**config.mk**
```make
export PLATFORM = sky130hd
export DESIGN_NAME = led_pattern_gen_multi
export DESIGN_NICKNAME = d
export VERILOG_FILES = /design/src/rtl/led_pattern_gen_multi.sv
export SDC_FILE = /design/constraint.sdc
export NUM_CORES = 2
export LEC_CHECK = 0
export ABC_AREA = 1
export CAP_MARGIN = 5
export CORE_MARGIN = 5
export CORE_UTILIZATION = 38
export CTS_CLUSTER_DIAMETER = 30
export DETAILED_ROUTE_END_ITERATION = 16
export SYNTH_ARGS = -nofsm -noshare
export SYNTH_HDL_FRONTEND = slang
export SYNTH_SLANG_ARGS = --single-unit
```
**constraint.sdc**
```tcl
create_clock -name clk_in -period 85.5 [get_ports clk_in]
set_clock_uncertainty 0.15 [all_clocks]
set_input_delay 12.825 -clock clk_in [delete_from_list [all_inputs] [get_ports clk_in]]
set_output_delay 12.825 -clock clk_in [all_outputs]
set_load 0.005 [all_outputs]
```
**src/rtl/led_pattern_gen_multi.sv**
```systemverilog
// HUB75-style split-panel row generator: PWM-coded RGB bit-planes per row, effects stepped on frame wraps.
// Build option: define LED_PATGEN_GAMMA_EN to apply gamma 2.0 to intensities before the PWM compare.
module led_pattern_gen_multi #(
  parameter int NUM_COLS     = 64,
  parameter int NUM_ROWS     = 16,
  parameter int COLOUR_W     = 4,
  parameter int EFFECT_TICKS = 1_000_000,
  parameter int ADDR_W       = $clog2(NUM_ROWS)
) (
  input  logic                  clk_in,
  input  logic                  reset_in,
  input  logic [3*COLOUR_W-1:0] colour_in,
  input  logic [3:0]            mode_in,
  output logic [3*NUM_COLS-1:0] row_top_out,
  output logic [3*NUM_COLS-1:0] row_bot_out,
  output logic                  row_valid_out,
  input  logic                  row_ready_in,
  output logic [ADDR_W-1:0]     row_address_out,
  output logic                  frame_done_out
);

  localparam int COL_W  = (NUM_COLS > 1) ? $clog2(NUM_COLS) : 1;
  localparam int LINE_W = $clog2(2 * NUM_ROWS);
  localparam int TICK_W = (EFFECT_TICKS > 1) ? $clog2(EFFECT_TICKS) : 1;
  localparam logic [COLOUR_W-1:0] IMAX     = '1;
  localparam logic [COLOUR_W-1:0] PWM_LAST = IMAX - 1'b1;

  localparam logic [3:0] M_SOLID = 4'd1;
  localparam logic [3:0] M_HSCAN = 4'd2;
  localparam logic [3:0] M_VSCAN = 4'd3;
  localparam logic [3:0] M_PULSE = 4'd4;
  localparam logic [3:0] M_CHECK = 4'd5;

  logic [3:0]            mode_buf_q;
  logic                  valid_q, valid_d;
  logic [ADDR_W-1:0]     addr_q, addr_d;
  logic                  fdone_q, fdone_d;
  logic [3*NUM_COLS-1:0] top_q, top_d, bot_q, bot_d;
  logic [COL_W-1:0]      hpos_q, hpos_d;
  logic                  hdir_q, hdir_d;
  logic [LINE_W-1:0]     vpos_q, vpos_d;
  logic                  vdir_q, vdir_d;
  logic [COLOUR_W-1:0]   fade_q, fade_d;
  logic                  fdir_q, fdir_d;
  logic                  phase_q, phase_d;
  logic [COLOUR_W-1:0]   pwm_q, pwm_d;
  logic                  pending_q, pending_d;
  logic [TICK_W-1:0]     tick_q, tick_d;
  logic                  rst_dly_q;

  logic                  mode_chg, xfer, last_row, tick, load;
  int                    h_n, v_n, f_n;
  logic                  hdir_n, vdir_n, fdir_n;
  logic [LINE_W-1:0]     line_top, line_bot;
  logic [3*NUM_COLS-1:0] row_top_n, row_bot_n;

  // dir 0 = counting up, 1 = counting down; reverses on reaching either end
  function automatic void bounce(input int pos, input logic dir, input int maxv,
                                 output int npos, output logic ndir);
    ndir = dir;
    if (maxv == 0) begin
      npos = 0;
    end else if (!dir) begin
      if (pos == maxv) begin
        npos = pos - 1;
        ndir = 1'b1;
      end else begin
        npos = pos + 1;
      end
    end else begin
      if (pos == 0) begin
        npos = 1;
        ndir = 1'b0;
      end else begin
        npos = pos - 1;
      end
    end
  endfunction

  function automatic logic [COLOUR_W-1:0] pix(
    input logic [3:0]          m,
    input logic [COL_W-1:0]    col,
    input logic [LINE_W-1:0]   line,
    input logic [COLOUR_W-1:0] c,
    input logic [COL_W-1:0]    hp,
    input logic [LINE_W-1:0]   vp,
    input logic [COLOUR_W-1:0] fd,
    input logic                ph
  );
    logic [2*COLOUR_W-1:0] prod;
    logic [COLOUR_W-1:0]   i;
`ifdef LED_PATGEN_GAMMA_EN
    logic [2*COLOUR_W-1:0] sq;
`endif
    prod = {{COLOUR_W{1'b0}}, c} * {{COLOUR_W{1'b0}}, fd};
    i = '0;
    case (m)
      M_SOLID: i = c;
      M_HSCAN: i = (col == hp) ? c : '0;
      M_VSCAN: i = (line == vp) ? c : '0;
      M_PULSE: i = COLOUR_W'(prod >> COLOUR_W);
      M_CHECK: i = (col[0] ^ line[0] ^ ph) ? c : '0;
      default: i = '0;
    endcase
`ifdef LED_PATGEN_GAMMA_EN
    sq = {{COLOUR_W{1'b0}}, i} * {{COLOUR_W{1'b0}}, i};
    i  = (i == IMAX) ? IMAX : COLOUR_W'(sq >> COLOUR_W);
`endif
    return i;
  endfunction

  always_comb begin
    mode_chg = (mode_in != mode_buf_q);
    xfer     = valid_q & row_ready_in;
    last_row = (addr_q == ADDR_W'(NUM_ROWS - 1));
    tick     = (tick_q == TICK_W'(EFFECT_TICKS - 1));
    bounce(int'(hpos_q), hdir_q, NUM_COLS - 1, h_n, hdir_n);
    bounce(int'(vpos_q), vdir_q, 2 * NUM_ROWS - 1, v_n, vdir_n);
    bounce(int'(fade_q), fdir_q, int'(IMAX), f_n, fdir_n);

    tick_d    = tick ? '0 : tick_q + 1'b1;
    valid_d   = valid_q;
    addr_d    = addr_q;
    fdone_d   = 1'b0;
    hpos_d    = hpos_q;
    hdir_d    = hdir_q;
    vpos_d    = vpos_q;
    vdir_d    = vdir_q;
    fade_d    = fade_q;
    fdir_d    = fdir_q;
    phase_d   = phase_q;
    pwm_d     = pwm_q;
    pending_d = pending_q | tick;
    load      = 1'b0;

    if (mode_chg) begin
      valid_d   = 1'b0;
      addr_d    = '0;
      hpos_d    = '0;
      hdir_d    = 1'b0;
      vpos_d    = '0;
      vdir_d    = 1'b0;
      fade_d    = '0;
      fdir_d    = 1'b0;
      phase_d   = 1'b0;
      pwm_d     = '0;
      pending_d = 1'b0;
    end else if (!valid_q) begin
      if (!rst_dly_q) begin
        valid_d = 1'b1;
        addr_d  = '0;
        load    = 1'b1;
      end
    end else if (xfer) begin
      load = 1'b1;
      if (last_row) begin
        // frame wrap: the only point where effect state and PWM phase may move
        addr_d    = '0;
        fdone_d   = 1'b1;
        pwm_d     = (pwm_q == PWM_LAST) ? '0 : pwm_q + 1'b1;
        pending_d = tick;
        if (pending_q) begin
          hpos_d  = COL_W'(h_n);
          hdir_d  = hdir_n;
          vpos_d  = LINE_W'(v_n);
          vdir_d  = vdir_n;
          fade_d  = COLOUR_W'(f_n);
          fdir_d  = fdir_n;
          phase_d = ~phase_q;
        end
      end else begin
        addr_d = addr_q + 1'b1;
      end
    end

    line_top  = LINE_W'(addr_d);
    line_bot  = line_top + LINE_W'(NUM_ROWS);
    row_top_n = '0;
    row_bot_n = '0;
    for (int c = 0; c < NUM_COLS; c++) begin
      for (int ch = 0; ch < 3; ch++) begin
        row_top_n[ch*NUM_COLS + c] = pix(mode_buf_q, COL_W'(c), line_top,
                                         colour_in[ch*COLOUR_W +: COLOUR_W],
                                         hpos_d, vpos_d, fade_d, phase_d) > pwm_d;
        row_bot_n[ch*NUM_COLS + c] = pix(mode_buf_q, COL_W'(c), line_bot,
                                         colour_in[ch*COLOUR_W +: COLOUR_W],
                                         hpos_d, vpos_d, fade_d, phase_d) > pwm_d;
      end
    end
    top_d = load ? row_top_n : top_q;
    bot_d = load ? row_bot_n : bot_q;
  end

  always_ff @(posedge clk_in) begin
    if (reset_in) begin
      mode_buf_q <= '0;
      valid_q    <= 1'b0;
      addr_q     <= '0;
      fdone_q    <= 1'b0;
      top_q      <= '0;
      bot_q      <= '0;
      hpos_q     <= '0;
      hdir_q     <= 1'b0;
      vpos_q     <= '0;
      vdir_q     <= 1'b0;
      fade_q     <= '0;
      fdir_q     <= 1'b0;
      phase_q    <= 1'b0;
      pwm_q      <= '0;
      pending_q  <= 1'b0;
      tick_q     <= '0;
      rst_dly_q  <= 1'b1;
    end else begin
      mode_buf_q <= mode_in;
      valid_q    <= valid_d;
      addr_q     <= addr_d;
      fdone_q    <= fdone_d;
      top_q      <= top_d;
      bot_q      <= bot_d;
      hpos_q     <= hpos_d;
      hdir_q     <= hdir_d;
      vpos_q     <= vpos_d;
      vdir_q     <= vdir_d;
      fade_q     <= fade_d;
      fdir_q     <= fdir_d;
      phase_q    <= phase_d;
      pwm_q      <= pwm_d;
      pending_q  <= pending_d;
      tick_q     <= tick_d;
      rst_dly_q  <= 1'b0;
    end
  end

  assign row_top_out     = top_q;
  assign row_bot_out     = bot_q;
  assign row_valid_out   = valid_q;
  assign row_address_out = addr_q;
  assign frame_done_out  = fdone_q;

endmodule

```
=== Yosys cells after proc, flatten, opt, wreduce, memory -nomap -nowiden ===
Cells that the tools add are included.

* Bits in registers: 439
* ROM bits: 0
* Output and inout port bits: 390
* RAM bits: 0
* Latch bits: 0
* Input port bits: 19
* Logic and storage cells: 1,162
* Memories kept: 0

* Reductions and logical operators: 8
* Div/mod/pow operators: 0
* Eq/ne operators: 77
* Shift-type cells: 0
* Multiply operators: 3
* Order comparisons: 384
* Mux-type cells: 652
* Add/sub/neg operators: 10
* Bitwise gates (word level): 11

{| class="wikitable"
|+ Operators by type and width
! cell !! number
|-
| $pmux W4 S5 || 384
|-
| $gt A4 B4 Y1 || 384
|-
| $mux W4 || 228
|-
| $eq A6 B6 Y1 const A || 32
|-
| $eq A5 B6 Y1 const A || 16
|-
| $eq A4 B6 Y1 const A || 8
|-
| $mux W6 || 8
|-
| $mux W5 || 8
|-
| $eq A3 B6 Y1 const A || 4
|-
| $mul A4 B4 Y8 || 3
|-
| $mux W1 || 24
|-
| $add A20 B1 Y20 const B || 1
|-
| $eq A20 B20 Y1 const B || 1
|-
| $add A4 B1 Y4 const B || 3
|-
| $eq A2 B6 Y1 const A || 2
|-
| $logic_not A6 Y1 || 2
|-
| $eq A4 B1 Y1 const B || 2
|-
| $eq A4 B2 Y1 const B || 2
|-
| $eq A4 B3 Y1 const B || 2
|-
| $eq A4 B4 Y1 const B || 2
|-
| $add A6 B1 Y6 const B || 1
|-
| $eq A1 B6 Y1 const A || 1
|-
| $eq A6 B1 Y1 const B || 1
|-
| $sub A6 B1 Y6 const B || 1
|-
| 17 further kinds || 25
|}

=== Depth between registers and ports, before layout ===
* Depth in word-level cells: 12
* Depth in mapped cells: 33

=== Least setup slack after synthesis ===
Ideal clock, no wire load.

* Kind: in2reg
* From: input mode_in[1]
* To: register bot_q[132], in the netlist row_bot_out[132]
* Required time: 85.280 ns
* Cell stages on the path: 10
* Library setup time: 0.070 ns
* Slack: 43.066 ns
* Data arrival time: 42.214 ns
* Buffers on the path: 1
* Cell sequence: inv_1 nand2_1 nand2_1 nor2_1 nand2_2 buf_2 a211oi_1 ha_1 a32o_1 a21oi_1

{| class="wikitable"
|+ RTL lines
! element !! RTL line !! RTL
|-
| start: declaration || 13 || <nowiki>input logic [3:0] mode_in,</nowiki>
|-
| $ne A4 B4 Y1 || 113 || <nowiki>mode_chg = (mode_in != mode_buf_q);</nowiki>
|-
| $mux W4 || 136 || <nowiki>if (mode_chg) begin</nowiki>
|-
| net pwm_d[0] || 46 || <nowiki>logic [COLOUR_W-1:0] pwm_q, pwm_d;</nowiki>
|-
| $gt A4 B4 Y1 || 187 || <nowiki>hpos_d, vpos_d, fade_d, phase_d) > pwm_d;</nowiki>
|-
| end signal: assignment || 219 || <nowiki>bot_q <= bot_d;</nowiki>
|-
| end: declaration || 38 || <nowiki>logic [3*NUM_COLS-1:0] top_q, top_d, bot_q, bot_d;</nowiki>
|}

The timed path passes the listed nets, and every way through them passes these cells.
A chain may end at the register's enable or synchronous reset.

=== Final worst setup path ===
* From: input row_ready_in
* To: register bot_q[191], in the netlist row_bot_out[191]

* Longest elaborated chain between the ends: 10

{| class="wikitable"
|+ RTL lines
! element !! RTL line !! RTL
|-
| start: declaration || 17 || <nowiki>input logic row_ready_in,</nowiki>
|-
| $and A1 B1 Y1 (*) || 114 || <nowiki>xfer = valid_q & row_ready_in;</nowiki>
|-
| parallel branches: the longest is 9 deep, another holds $mul A4 B4 Y8 || n/a ||
|}

Every way passes the cells marked *.

==> flow_summary.ini <==
[worst_setup_path]
startpoint_type = primary input
reg2reg_setup_slack_ns = 78.08
timing.critical_path.arrival_ns = 19.88
r2r_depth = 26
reg2reg_launch_point = row_address_out[0]
worst-endpoint-required_ns = 86.01
timing.setup.critical_path_class = primary input to flop
path_max_fanout = 80
worst_setup_path_end_kind = flop
timing.rr.end = row_bot_out[191]

[timing]
maxSlewHeadroom_pct = 2.59
slew_violations = 0
layout_worst_path_cycle_share_pct = 22.7
worst_slew_pin_slew_ns = 1.46
timing.setup.tns_ns = 0
grt_setup_unrepaired = no
setup_slack_ns = 66.13
report.final.hold_viol_count = 0
max_freq_mhz = 51.6
setup_viol_count_final = 0
final_period_minus_worst_setup_slack_ns = 19.37

[drt]
route.final.wire_length_mm = 333
first_iter_violations = 8711
route.antenna.remaining_nets = 0
highest-signal-layer = met5
dr_wl_met2_mm = 138
vias = 82600
drt-pass1-iter-count = 7
detail_route.vias_per_cell = 6.24
wire_per_inst_um = 25.2
drc = 0
met3_length_mm = 37.8
detail_route.wirelength.met1_mm = 126

[cts]
post_cts.repair.setup_buffers = 0
cts_hold_buf = 0
clk-insertion-delay-late_ns = 0.80
cts_repair_resize_count = 0
clock-root-buffer = sky130_fd_sc_hd__clkbuf_16
tritoncts_clock_tree = built
h-tree-depth = 4
cts.sink_count = 439
path_clk_slew_ns = 0.04
clock_path_buffers = 3
cts_buffers = 156

[run]
max-cap-violations = 0

[yosys]
synth-edff-count = 0
post_synthesis_async_set_or_reset_flop_share_pct = 0
ys.warnings.count = 0
postSynthRegisterBits = 439
post_synth_inst_count = 10687
area_share_of_fa_ha_maj_cells_after_synthesis_pct = 28.2
synth.mux.area_fraction_pct = 0
synthesis.nets = 12294
synthXorXnorAreaFrac_pct = 0.136
synth-compound-area-share_pct = 16.0
prevailing_post_synth_register_cell = sky130_fd_sc_hd__dfxtp_1
syn-mean-instance-area_um2 = 6.61
synth-simple-area-share_pct = 31.1
synth_area_um2 = 70600
synth.distinct_cells = 47
dominant_combinational_cell_family_by_area_after_synthesis = simple AND/OR/NAND/NOR gates
seq_area_frac_synth_pct = 12.4

[die]
die_area_um2 = 195000
floorplan.rows = 158
fp.coreArea_um2 = 185000
floorplan.io_pins = 409
die_x_um = 441
start_util_pct = 38.1
chipHeight_um = 441

[pwr]
comb_power_share_pct = 18.1
power_frac_clock_pct = 59.7
p_leak_nw = 44.3
pwr-share-seq_pct = 22.2
power-per-cell-area_nw_per_um2 = 12.2
vdd.ir_drop.worst_mv = 0.0211
switching_share_pct = 28.6
internal_power_uw = 707
power.net_switching_uw = 283

[finish]
syn_to_final_growth_pct = 15.4
proportion_of_layout_cells_with_a_drive_suffix_above_1_pct = 4.93
fillerInstances = 18980
final-seq-area_um2 = 8790
num-nets-final = 12213
layout_common_cells = sky130_fd_sc_hd__ha_1, sky130_fd_sc_hd__nand2_1, sky130_fd_sc_hd__inv_1
multi_input_comb_area_um2 = 53800
final_core_util_pct = 44.0
mostFrequentLayoutCell = sky130_fd_sc_hd__ha_1

[global_routing]
grt_pass1_vias = 80095
groute.usage.overall_pct = 32.6
antenna_found_initial = 28
grt_start_max_net_pins = 175
grt_overflow_total = 0
first_pass_grt_wire_length_mm = 491

[place]
placement.io_buffers = 408
dp.final_hpwl_mm = 203
gpl_congestion = 0.944
placement.setup.worst_slack_ns = 65.49

[hold_path]
hold_path_class = flop to flop
holdPathStages = 1
min_to = tick_q[0]
hold_path_startpoint = tick_q[0]

[outcome]
status = finished, final reports clean
## worst max-delay path, stage by stage
cell and delay (ns):
sky130_fd_sc_hd__clkdlybuf4s50_1 0.44, sky130_fd_sc_hd__nand2_1 0.14, sky130_fd_sc_hd__inv_2 0.09, sky130_fd_sc_hd__nand3_4 0.28
sky130_fd_sc_hd__clkinv_1 0.49, sky130_fd_sc_hd__nand3_1 0.33, sky130_fd_sc_hd__nand2_1 0.29, sky130_fd_sc_hd__inv_1 0.19
sky130_fd_sc_hd__nand2_1 0.08, sky130_fd_sc_hd__fa_1 0.47, sky130_fd_sc_hd__fa_1 0.56, sky130_fd_sc_hd__inv_1 0.05
sky130_fd_sc_hd__ha_1 0.21, sky130_fd_sc_hd__a21oi_1 0.24, sky130_fd_sc_hd__nor2_1 0.07, sky130_fd_sc_hd__a211oi_1 0.24
sky130_fd_sc_hd__nand3_1 0.17, sky130_fd_sc_hd__nand3_4 0.49, sky130_fd_sc_hd__buf_4 0.88, sky130_fd_sc_hd__nand4_1 0.20
sky130_fd_sc_hd__ha_1 0.36, sky130_fd_sc_hd__nand2_1 0.07, sky130_fd_sc_hd__inv_1 0.04, sky130_fd_sc_hd__o21ai_0 0.07
sky130_fd_sc_hd__a32o_1 0.39, sky130_fd_sc_hd__a21oi_1 0.12
## layer usage
metal | up-vias | global-route usage, %
met1 | 38506 | 38.7
met3 | 1360 | 8.98
met5 | - | 0.993
met4 | 12 | 27.2
met2 | 5028 | 48.8
li1 | 37694 | -
## area by class of cell
cell class / count / share of cell area, %
Inverter: 1326 / 6.12
Tap cell: 2480 / 3.81
Timing Repair Buffer: 553 / 6.44
Sequential cell: 439 / 10.8
Clock buffer: 221 / 5.61
Antenna cell: 22 / 0.0675
Clock inverter: 62 / 1.10
Multi-Input combinational cell: 8130 / 66.1
## registers in the layout, indices dropped and copies added (netlist names)
signal and count:
pending_q 1, fade_q 4, frame_done_out 1, pwm_q 4, mode_buf_q 4, hpos_q 6
vpos_q 5, vdir_q 1, row_top_out 192, row_address_out 4, fdir_q 1, hdir_q 1
phase_q 1, tick_q 20, row_valid_out 1, row_bot_out 192, rst_dly_q 1
## power groups by stage
stage	Sequential (mW)	Clock (mW)	Combinational [mW]
5_1_grt	0.220	0.613	0.200
3_3_place_gp	0.223	0	0.170
3_5_place_dp	0.223	0	0.176
4_1_cts	0.220	0.601	0.177
2_1_floorplan	0.220	0	0.115
6_report	0.220	0.591	0.179
## worst max-delay path by stage
stage | from | endpoint | slack, ns
4_1_cts | row_ready_in | row_top_out[87] | 66.35
6_report | row_ready_in | row_bot_out[191] | 66.13
3_3_place_gp | row_ready_in | row_bot_out[160] | 65.65
2_1_floorplan | mode_in[1] | row_bot_out[132] | 43.07
3_5_place_dp | row_ready_in | row_bot_out[30] | 65.49
5_1_grt | row_ready_in | row_bot_out[191] | 65.63
## metrics by stage
step	cell area, um2	power, mW	hold WS [ns]	instances
finish	81500	0.990	0.298	13233
global route	81500	1.03	0.328	13222
global placement	76000	0.393	0.274	12926
CTS	81400	0.998	0.296	13209
detailed placement	76000	0.399	0.291	12926
floorplan	70600	0.336	0.263	10687
## cell usage after synthesis, types with 6 or more instances
master / instances / share of area (%)
sky130_fd_sc_hd__inv_2: 15 / 0.080
sky130_fd_sc_hd__buf_4: 40 / 0.43
sky130_fd_sc_hd__nand4_1: 1299 / 12
sky130_fd_sc_hd__o211ai_1: 123 / 1.3
sky130_fd_sc_hd__ha_1: 1579 / 28
sky130_fd_sc_hd__nand3_1: 735 / 5.2
sky130_fd_sc_hd__clkbuf_1: 363 / 1.9
sky130_fd_sc_hd__a21oi_1: 863 / 6.1
sky130_fd_sc_hd__a32o_1: 261 / 3.7
sky130_fd_sc_hd__buf_1: 40 / 0.21
sky130_fd_sc_hd__nor3_1: 6 / 0.043
sky130_fd_sc_hd__nor2_1: 1110 / 5.9
sky130_fd_sc_hd__nand3b_1: 7 / 0.074
sky130_fd_sc_hd__clkinv_1: 7 / 0.037
sky130_fd_sc_hd__fa_1: 9 / 0.26
sky130_fd_sc_hd__dfxtp_1: 439 / 12
sky130_fd_sc_hd__inv_1: 1304 / 6.9
sky130_fd_sc_hd__nand4_4: 10 / 0.30
sky130_fd_sc_hd__nor2_2: 17 / 0.15
sky130_fd_sc_hd__o21ai_0: 664 / 4.7
sky130_fd_sc_hd__xnor2_1: 6 / 0.074
sky130_fd_sc_hd__nor2_4: 8 / 0.13
sky130_fd_sc_hd__nand2_1: 1381 / 7.3
sky130_fd_sc_hd__buf_2: 344 / 2.4
sky130_fd_sc_hd__or2_2: 6 / 0.053
sky130_fd_sc_hd__nand4_2: 8 / 0.14
## kinds of logic (layout without fill, tap and decap cells)
logic type	count (synthesis)	after routing
adders and majority gates	1588	1588
and+or+nand+nor	4607	4607
xor gates and xnor gates	11	11
buffers and inverters	2118	2162
AOI/OAI and AO/OA	1924	1924
other	0	22
DFF	439	439
(Power assumes the default switching activity.)
